File: config.mk
export PLATFORM = sky130hd
export DESIGN_NAME = shift_sequencer_flat
export DESIGN_NICKNAME = d
export VERILOG_FILES = /design/src/rtl/shift_seq_pkg.sv /design/src/rtl/shift_sequencer_if.sv /design/src/rtl/shift_sequencer_bit_timer.sv /design/src/rtl/shift_sequencer.sv /design/src/flat_wrapper.sv
export SDC_FILE = /design/constraint.sdc
export NUM_CORES = 1
export LEC_CHECK = 0
export CORE_UTILIZATION = 39
export CTS_CLUSTER_SIZE = 20
export DETAILED_ROUTE_END_ITERATION = 12
export MAX_ROUTING_LAYER = met4
export PLACE_DENSITY = 0.78
export REMOVE_ABC_BUFFERS = 1
export SYNTH_ARGS = -nofsm -noshare
export SYNTH_HDL_FRONTEND = slang
export SYNTH_SLANG_ARGS = --single-unit
File: constraint.sdc
create_clock -name clk -period 1.7 [get_ports clk]
set_input_delay 0.17 -clock clk [delete_from_list [all_inputs] [get_ports clk]]
set_output_delay 0.17 -clock clk [all_outputs]
set_load 0.005 [all_outputs]
File: src/rtl/shift_seq_pkg.sv
// Shared types and constants for the shift register sequencer.
// Includes the state encoding, the transfer mode constants and a counter width helper.
package shift_seq_pkg;

    typedef enum logic [1:0] {
        IDLE  = 2'd0,
        PREP  = 2'd1,
        SHIFT = 2'd2,
        DONE  = 2'd3
    } state_t;

    localparam logic MODE_TX = 1'b0;
    localparam logic MODE_RX = 1'b1;

    // A divide-by-one timer still needs a 1-bit counter so the strobe compare stays legal.
    function automatic int div_width(input int div);
        return (div > 1) ? $clog2(div) : 1;
    endfunction

endpackage

File: src/rtl/shift_sequencer_if.sv
// Host-side start/ready/done handshake of the shift register sequencer.
// The host drives the master modport and the sequencer uses the slave modport.
interface shift_sequencer_if #(
    parameter int WIDTH = 8
) ();

    logic             start;
    logic             mode;
    logic [WIDTH-1:0] data_in;
    logic             ready;
    logic             busy;
    logic             done;
    logic [WIDTH-1:0] data_out;

    modport master (
        output start, mode, data_in,
        input  ready, busy, done, data_out
    );

    modport slave (
        input  start, mode, data_in,
        output ready, busy, done, data_out
    );

endinterface

File: src/rtl/shift_sequencer_bit_timer.sv
// Bit-period timer: div_cnt paces one strobe every DIV clocks and bit_cnt counts strobes.
// last_bit flags the final bit of a transfer, so the strobe in that bit ends the transfer.
module bit_timer
    import shift_seq_pkg::*;
#(
    parameter int WIDTH = 8,
    parameter int DIV   = 4,
    parameter int CNT_W = 4
) (
    input  logic clk,
    input  logic clear,
    input  logic run,
    input  logic restart,
    output logic strobe,
    output logic last_bit
);

    localparam int DIV_W = div_width(DIV);

    logic [DIV_W-1:0] div_cnt;
    logic [CNT_W-1:0] bit_cnt;

    assign strobe   = run && (div_cnt == DIV_W'(DIV - 1));
    assign last_bit = (bit_cnt == CNT_W'(WIDTH - 1));

    // bit_cnt stops at WIDTH-1 so it cannot wrap if run is held past the final strobe.
    always_ff @(posedge clk) begin
        if (!clear) begin
            div_cnt <= '0;
            bit_cnt <= '0;
        end else if (restart) begin
            div_cnt <= '0;
            bit_cnt <= '0;
        end else if (run) begin
            if (strobe) begin
                div_cnt <= '0;
                if (!last_bit) begin
                    bit_cnt <= bit_cnt + CNT_W'(1);
                end
            end else begin
                div_cnt <= div_cnt + DIV_W'(1);
            end
        end
    end

endmodule

File: src/rtl/shift_sequencer.sv
// Sequencer that drives the control pins of an 8-bit shift register.
// TX loads a byte and shifts it out MSB-first; RX clears the register and shifts in WIDTH bits.
module shift_sequencer
    import shift_seq_pkg::*;
#(
    parameter int WIDTH = 8,
    parameter int DIV   = 4,
    parameter int CNT_W = 4
) (
    input  logic             clk,
    input  logic             clear,
    shift_sequencer_if.slave host,
    input  logic             serial_rx,
    output logic             serial_tx,
    output logic             sr_load,
    output logic             sr_shift,
    output logic             sr_clear_n,
    output logic [WIDTH-1:0] sr_parallel,
    output logic             sr_serial_in,
    input  logic [WIDTH-1:0] sr_q
);

    state_t           state;
    state_t           next_state;
    logic             mode_q;
    logic [WIDTH-1:0] byte_q;
    logic             clear_n_q;
    logic             run;
    logic             restart;
    logic             strobe;
    logic             last_bit;

    bit_timer #(
        .WIDTH (WIDTH),
        .DIV   (DIV),
        .CNT_W (CNT_W)
    ) u_bit_timer (
        .clk      (clk),
        .clear    (clear),
        .run      (run),
        .restart  (restart),
        .strobe   (strobe),
        .last_bit (last_bit)
    );

    // clear_n_q is registered so it sits low for exactly the RX PREP cycle.
    always_ff @(posedge clk) begin
        if (!clear) begin
            state     <= IDLE;
            mode_q    <= MODE_TX;
            byte_q    <= '0;
            clear_n_q <= 1'b0;
        end else begin
            state     <= next_state;
            clear_n_q <= !((state == IDLE) && host.start && (host.mode == MODE_RX));
            if ((state == IDLE) && host.start) begin
                mode_q <= host.mode;
                byte_q <= host.data_in;
            end
        end
    end

    always_comb begin
        next_state   = state;
        run          = 1'b0;
        restart      = 1'b0;
        sr_load      = 1'b0;
        sr_shift     = 1'b0;
        sr_serial_in = 1'b0;
        serial_tx    = 1'b1;
        host.ready   = 1'b0;
        host.busy    = 1'b0;
        host.done    = 1'b0;
        case (state)
            IDLE: begin
                host.ready = 1'b1;
                if (host.start) begin
                    next_state = PREP;
                end
            end
            PREP: begin
                host.busy = 1'b1;
                restart   = 1'b1;
                if (mode_q == MODE_TX) begin
                    sr_load  = 1'b1;
                    sr_shift = 1'b1;
                end
                next_state = SHIFT;
            end
            SHIFT: begin
                host.busy = 1'b1;
                run       = 1'b1;
                sr_shift  = strobe;
                if (mode_q == MODE_TX) begin
                    serial_tx = sr_q[WIDTH-1];
                end else begin
                    sr_serial_in = serial_rx;
                end
                if (strobe && last_bit) begin
                    next_state = DONE;
                end
            end
            DONE: begin
                host.done  = 1'b1;
                next_state = IDLE;
            end
            default: next_state = IDLE;
        endcase
    end

    assign sr_clear_n    = clear_n_q;
    assign sr_parallel   = byte_q;
    assign host.data_out = sr_q;

endmodule

File: src/flat_wrapper.sv
// flat-port wrapper written by rule: the top's interface ports become plain ports
module shift_sequencer_flat import shift_seq_pkg::*;
#(
    parameter int WIDTH = 8,
    parameter int DIV   = 4,
    parameter int CNT_W = 4
)
  (clk, clear, serial_rx, serial_tx, sr_load, sr_shift, sr_clear_n, sr_parallel, sr_serial_in, sr_q, host_start, host_mode, host_data_in, host_ready, host_busy, host_done, host_data_out);
  shift_sequencer_if #(.WIDTH(WIDTH)) host_i ();
  input  logic clk;
  input  logic clear;
  input  logic serial_rx;
  output logic serial_tx;
  output logic sr_load;
  output logic sr_shift;
  output logic sr_clear_n;
  output logic [WIDTH-1:0] sr_parallel;
  output logic sr_serial_in;
  input  logic [WIDTH-1:0] sr_q;
  input wire logic [$bits(host_i.start)-1:0] host_start;
  input wire logic [$bits(host_i.mode)-1:0] host_mode;
  input wire logic [$bits(host_i.data_in)-1:0] host_data_in;
  output wire logic [$bits(host_i.ready)-1:0] host_ready;
  output wire logic [$bits(host_i.busy)-1:0] host_busy;
  output wire logic [$bits(host_i.done)-1:0] host_done;
  output wire logic [$bits(host_i.data_out)-1:0] host_data_out;
  assign host_i.start = host_start;
  assign host_i.mode = host_mode;
  assign host_i.data_in = host_data_in;
  assign host_ready = host_i.ready;
  assign host_busy = host_i.busy;
  assign host_done = host_i.done;
  assign host_data_out = host_i.data_out;
  shift_sequencer #(.WIDTH(WIDTH), .DIV(DIV), .CNT_W(CNT_W)) u_core (.clk(clk), .clear(clear), .host(host_i), .serial_rx(serial_rx), .serial_tx(serial_tx), .sr_load(sr_load), .sr_shift(sr_shift), .sr_clear_n(sr_clear_n), .sr_parallel(sr_parallel), .sr_serial_in(sr_serial_in), .sr_q(sr_q));
endmodule
==> impl_metrics.py, run 1 <==
metrics = {
    "critical_path": {
        "reg2reg_to": "u_core.u_bit_timer.bit_cnt[3]",
        "slowest_delay_ns": 0.50,
        "worst_setup_path_end_kind": "output port",
        "worst_ep_arrival_time_ns": 1.43,
        "reg2reg_slack_ns": 0.24,
        "cpMaxStageDelayCell": "clkdlybuf4s50_1",
        "reg2regPathDepth": 6,
        "cp_data_required_time_ns": 1.53,
        "critical_path_class": "reg -> out",
        "start_kind": "flop",
        "endpoint": "host_ready",
        "reg2reg_from": "u_core.state[1]",
        "crit_chain": "inv_4 > ha_4 > clkdlybuf4s50_1",
        "crit_fanout": 8,
        "crit_start": "u_core.state[0]",
    },
    "drt": {
        "wl_per_cell_um": 13.3,
        "vias": 815,
        "totalWireLength_um": 2170,
        "dr.pass1.iters": 4,
        "drc": 0,
        "ant_nets": 0,
        "initialDrtViolationCount": 14,
        "viasPerCell": 5.00,
    },
    "sta": {
        "finalMaxSlewViolations": 0,
        "finalHoldViolations": 0,
        "worstMarginPinSlew_ns": 0.347,
        "hold_ws_ns": 0.340,
        "relSlewSlack": 0.769,
        "max_clock_freq_mhz": 625,
        "min_period_ns": 1.60,
        "clock_skew_ns": 0.00365,
        "setup_ws_ns": 0.0996,
        "post-route-period-util": 0.941,
        "finalSetupTns_ns": 0,
        "finalSetupViolations": 0,
        "rsz0062_at_grt": "no",
    },
    "final_layout": {
        "final_area_um2": 1280,
        "final_cell_mix": "clkdlybuf4s50_1 (24), dfxtp_1 (16), a21oi_1 (14)",
        "diodes": 0,
        "num-fill-cells": 186,
        "area_growth_pct": 42.4,
        "layout_commonest_cell": "clkdlybuf4s50_1",
        "drive_gt1_frac": 0.178,
        "finalNonFillerCells": 163,
        "nets": 164,
        "post-route-util": 0.587,
    },
    "floorplanning": {
        "initial_core_util": 0.412,
        "row_count": 17,
        "core_um2": 2190,
        "ios": 45,
        "dieArea_um2": 2510,
        "fp.dieH_um": 50.1,
        "die_x_um": 50.1,
    },
    "cts": {
        "ctsHoldBuffers": 0,
        "cts_max_level": 1,
        "cts-root-buf": "clkbuf_4",
        "cts_tree": "built",
        "cts_buffers": 3,
        "numClockSinks": 18,
        "clkTransAtPathRegs_ns": 0.10,
        "cts_max_path_buffers": 2,
        "clk_latency_ns": 0.29,
    },
    "pwr": {
        "power_mw": 1.64,
        "vdd_drop_max_v": 0.000807,
        "power.density_nw_per_um2": 1280,
        "cellLeakagePower_nw": 0.529,
    },
    "synthesis": {
        "syn_avg_cell_area_um2": 8.51,
        "seq_area_frac_synth": 0.399,
        "synthCells": 106,
        "syn_area_um2": 902,
        "ys_ff_latch": 18,
        "synthDistinctLibCells": 23,
        "yosysWarningCount": 0,
    },
    "global_route": {
        "grt_pass1_wl_um": 3540,
        "grt_max_degree": 12,
        "grt_pass1_vias": 830,
        "antenna_found_initial": 0,
        "track_usage": 0.194,
        "grt-ovfl-total": 0,
    },
    "placed_design": {
        "dp_cells": 156,
        "port_buffers": 30,
        "place_ws_ns": 0.0866,
        "gp_congestion": 0.830,
        "placed_cell_area_um2": 1190,
        "hpwl_um": 1600,
    },
    "min_path": {
        "hold_class": "in -> out",
    },
    "status": {
        "status": "finished clean",
    },
    "run": {
        "drv_cap": 0,
    },
}
## cell usage after synthesis
cell      instances  area share
nor3_1            2       0.011
nand2_1          13       0.054
o211ai_4          1       0.024
nand3b_1          1      0.0083
clkbuf_1          4       0.017
nand2b_1          1      0.0069
buf_4             8       0.067
o21ai_1           1      0.0055
inv_2             1      0.0042
and2_1            1      0.0069
nor2_1            7       0.029
nor2b_1           3       0.021
a21o_1            1      0.0083
mux2i_1           4       0.044
and3_1            1      0.0069
ha_1              7       0.097
inv_1             3       0.012
dfxtp_1          18        0.40
nand3_1          12       0.067
xor2_1            1      0.0097
nand2b_4          1       0.015
or4_1             1      0.0083
a21oi_1          14       0.078
## state kept, by name, summed over array words and instances (netlist names)
name and cells:
u_core.u_bit_timer.div_cnt 2, u_core.state 2, u_core.sr_clear_n 1, u_core.mode_q 1
u_core.u_bit_timer.bit_cnt 4, u_core.sr_parallel 8
## kinds of logic (layout without fill, tap and decap cells)
kind of cell               after synthesis  in the layout  synth area share
xor gates and xnor gates                 1              1           0.00971
buffers and inverters                   16             45            0.0999
adders and majority gates                7              7            0.0971
and+or+nand+nor                         43             43             0.234
DFF                                     18             18             0.399
AOI/OAI and AO/OA                       17             17             0.115
muxes                                    4              4            0.0444
## final cells by class
class,count,area [um^2],share of cell area
multi-input cells,72,484,0.377
flip-flops and latches,18,363,0.282
repair buffers,37,349,0.272
well taps,28,35.0,0.0273
inverters,4,17.5,0.0136
clock buffers,4,36.3,0.0282
## worst min path at each step
| stage | start | endpoint | slack (ns) | depth (start not counted) |
|---|---|---|---|---|
| finish | sr_q[0] | host_data_out[0] | 0.34 | 0 |
| global route | sr_q[2] | host_data_out[2] | 0.34 | 0 |
| CTS | sr_q[0] | host_data_out[0] | 0.34 | 0 |
| detailed placement | sr_q[0] | host_data_out[0] | 0.34 | 0 |
| global placement | sr_q[0] | host_data_out[0] | 0.34 | 0 |
| floorplan | clear | u_core.sr_clear_n | 0.29 | 1 |
## power breakdown
part / switching, mW / internal, mW
Combinational: 0.386 / 0.440
Sequential: 0.0548 / 0.497
Clock: 0.133 / 0.130
## worst max-delay path, delay by kind of cell (launching register included)
kind,cells,cell delay (ns)
buf+inv,2,0.59
flops,1,0.37
fa+ha+maj,1,0.18
## per-layer routing
| layer | global-route usage | routed length [um] | vias to the layer above |
|---|---|---|---|
| met3 | 0.0494 | 100 | 2 |
| met4 | 0.0810 | 19 | 0 |
| li1 | - | - | 404 |
| met1 | 0.209 | 893 | 377 |
| met5 | - | 0 | - |
| met2 | 0.331 | 1150 | 32 |
## repair_timing
action / 4_1_cts / 5_1_grt
gates resized for setup: 15 / 6
setup buffers: 3 / 0
setup endpoints to repair: 6 / 2
pin swaps: 1 / 0
Note: power is estimated with default switching activity, not from simulation.
==> run 2, diff against run 1 <==
--- a/config.mk
+++ b/config.mk
@@ -5,6 +5,7 @@
 export SDC_FILE = /design/constraint.sdc
 export NUM_CORES = 1
 export LEC_CHECK = 0
+export CAP_MARGIN = 25
 export CORE_UTILIZATION = 39
 export CTS_CLUSTER_SIZE = 20
 export DETAILED_ROUTE_END_ITERATION = 12
==> results of run 2 <==
No change in the layout: final DEF, timing and power equal those of run 1.
==> run 3, diff against run 2 <==
--- a/config.mk
+++ b/config.mk
@@ -6,6 +6,7 @@
 export NUM_CORES = 1
 export LEC_CHECK = 0
 export CAP_MARGIN = 25
+export CORE_ASPECT_RATIO = 1.5
 export CORE_UTILIZATION = 39
 export CTS_CLUSTER_SIZE = 20
 export DETAILED_ROUTE_END_ITERATION = 12
==> run 3 against run 2 <==
  * Flip-flop and latch count unchanged
  * Combinational power increased by 1%
  * Setup slack got worse by 0.022 ns
  * Count of clock-buffer cells in the layout unchanged
  * Die area grew 0.16%
  * Cell area rose by 1.6%
  * Register-to-register slack about the same
  * Global-route usage decreased by 0.30 points
==> impl_metrics.py, run 3 (same netlist as run 1, synthesis figures left out) <==
metrics = {
    "status": {
        "status": "finished clean",
    },
    "cts": {
        "cts-root-buf": "clkbuf_4",
        "cts_tree": "built",
        "numClockSinks": 18,
        "clkTransAtPathRegs_ns": 0.10,
        "cts_max_path_buffers": 2,
        "cts_max_level": 1,
        "ctsHoldBuffers": 0,
        "clk_latency_ns": 0.29,
        "cts_buffers": 3,
    },
    "global_route": {
        "grt-ovfl-total": 0,
        "grt_pass1_vias": 777,
        "grt_max_degree": 12,
        "grt_pass1_wl_um": 3210,
        "track_usage": 0.191,
        "antenna_found_initial": 0,
    },
    "final_layout": {
        "diodes": 0,
        "largest_reg_flops": 8,
        "layout_commonest_cell": "clkdlybuf4s50_1",
        "post-route-util": 0.591,
        "area_growth_pct": 44.7,
        "final_cell_mix": "clkdlybuf4s50_1 (25), dfxtp_1 (16), nand2_1 (13), a21oi_1 (13), nand3_1 (12)",
        "drive_gt1_frac": 0.185,
        "final_area_um2": 1310,
        "nets": 164,
    },
    "drt": {
        "highest_layer": "met4",
        "ant_nets": 0,
        "vias": 812,
        "dr.pass1.iters": 4,
        "totalWireLength_um": 2080,
        "met1_length_um": 822,
        "wl_per_cell_um": 13.1,
        "drc": 0,
        "viasPerCell": 5.14,
        "initialDrtViolationCount": 14,
        "met2_length_um": 1090,
        "dr_wl_met3_um": 129,
    },
    "placed_design": {
        "port_buffers": 30,
        "hpwl_um": 1490,
        "gp_congestion": 0.698,
        "placed_cell_area_um2": 1190,
    },
    "critical_path": {
        "crit_chain": "inv_6 > ha_4 > nand2_1 > clkdlybuf4s50_1",
        "reg2reg_to": "u_core.u_bit_timer.bit_cnt[3]",
        "worst_ep_arrival_time_ns": 1.45,
        "reg2reg_from": "u_core.state[0]",
        "reg2reg_slack_ns": 0.25,
        "crit_fanout": 6,
        "slowest_delay_ns": 0.49,
        "worst_setup_path_end_kind": "output port",
        "cp_data_required_time_ns": 1.53,
        "cpMaxStageDelayCell": "clkdlybuf4s50_1",
        "reg2regPathDepth": 6,
        "start_kind": "flop",
        "crit_start": "u_core.state[0]",
        "critical_path_class": "reg -> out",
        "endpoint": "serial_tx",
    },
    "pwr": {
        "seqPwrFrac": 0.343,
        "power_mw": 1.67,
        "p_clk_frac": 0.158,
        "switching_share": 0.348,
        "p_sw_mw": 0.582,
        "vdd_drop_max_v": 0.000690,
        "p_comb_frac": 0.499,
        "power.density_nw_per_um2": 1280,
        "p_int_mw": 1.09,
        "cellLeakagePower_nw": 0.545,
    },
    "floorplanning": {
        "core_um2": 2210,
        "initial_core_util": 0.409,
        "row_count": 21,
        "dieArea_um2": 2510,
        "ios": 45,
        "die_x_um": 41.3,
        "fp.dieH_um": 60.9,
    },
    "sta": {
        "relSlewSlack": 0.763,
        "finalSetupViolations": 0,
        "finalHoldViolations": 0,
        "min_period_ns": 1.62,
        "finalMaxSlewViolations": 0,
        "post-route-period-util": 0.954,
        "finalSetupTns_ns": 0,
        "worstMarginPinSlew_ns": 0.355,
        "clock_skew_ns": 0.00151,
        "max_clock_freq_mhz": 616,
        "rsz0062_at_grt": "no",
    },
    "min_path": {
        "hold_class": "in -> out",
    },
    "run": {
        "drv_cap": 0,
    },
}
==> run 3: critical path: cells and delay by family, from the launching register on <==
kind	cells	cell delay, ns
buffers and inverters	2	0.54
flip-flops	1	0.39
adder cells (fa/ha/maj)	1	0.17
AND/OR/NAND/NOR	1	0.05
==> run 3: how the worst min path moves through the flow <==
| stage | slack (ns) | depth (start not counted) | from | endpoint |
|---|---|---|---|---|
| after floorplan | 0.29 | 1 | clear | u_core.sr_clear_n |
| after detailed placement | 0.34 | 0 | sr_q[0] | host_data_out[0] |
| after global placement | 0.34 | 0 | sr_q[0] | host_data_out[0] |
| after CTS | 0.34 | 0 | sr_q[0] | host_data_out[0] |
| after global routing | 0.34 | 0 | sr_q[2] | host_data_out[2] |
| final | 0.34 | 0 | sr_q[0] | host_data_out[0] |
==> run 3: what timing repair did <==
action,CTS,global route
setup buffers,3,0
gates cloned,0,0
setup endpoints to repair,6,5
gates resized for setup,14,10
pin swaps,1,0
==> run 3: final cells by class <==
type                       instances  area, um^2
multi-input combinational         72         498
fill                             196         902
clock buffer                       4        36.3
timing repair buffer              37         354
inverter                           4        20.0
tap                               23        28.8
sequential                        18         368
==> run 3: metrics by stage <==
| stage | instances | hold slack, ns | worst slack, ns |
|---|---|---|---|
| 5_1_grt | 158 | 0.340 | 0.0157 |
| 3_5_place_dp | 151 | 0.340 | 0.0929 |
| 2_1_floorplan | 94 | 0.292 | 0.265 |
| 6_report | 158 | 0.340 | 0.0774 |
| 4_1_cts | 158 | 0.340 | 0.00493 |
| 3_3_place_gp | 151 | 0.340 | 0.135 |
==> run 3: per-layer routing <==
metal  vias up  global-route usage
met5         -                   -
met1       368               0.204
met3         5              0.0476
met2        34               0.317
li1        405                   -
met4         0              0.0829
==> run 3: power groups by stage <==
| stage | clock, mW | combinational, mW | sequential [mW] |
|---|---|---|---|
| after floorplan | 0 | 0.356 | 0.547 |
| after detailed placement | 0 | 0.714 | 0.552 |
| after global placement | 0 | 0.704 | 0.549 |
| final | 0.264 | 0.834 | 0.574 |
| after global routing | 0.287 | 0.922 | 0.586 |
| after CTS | 0.274 | 0.809 | 0.560 |
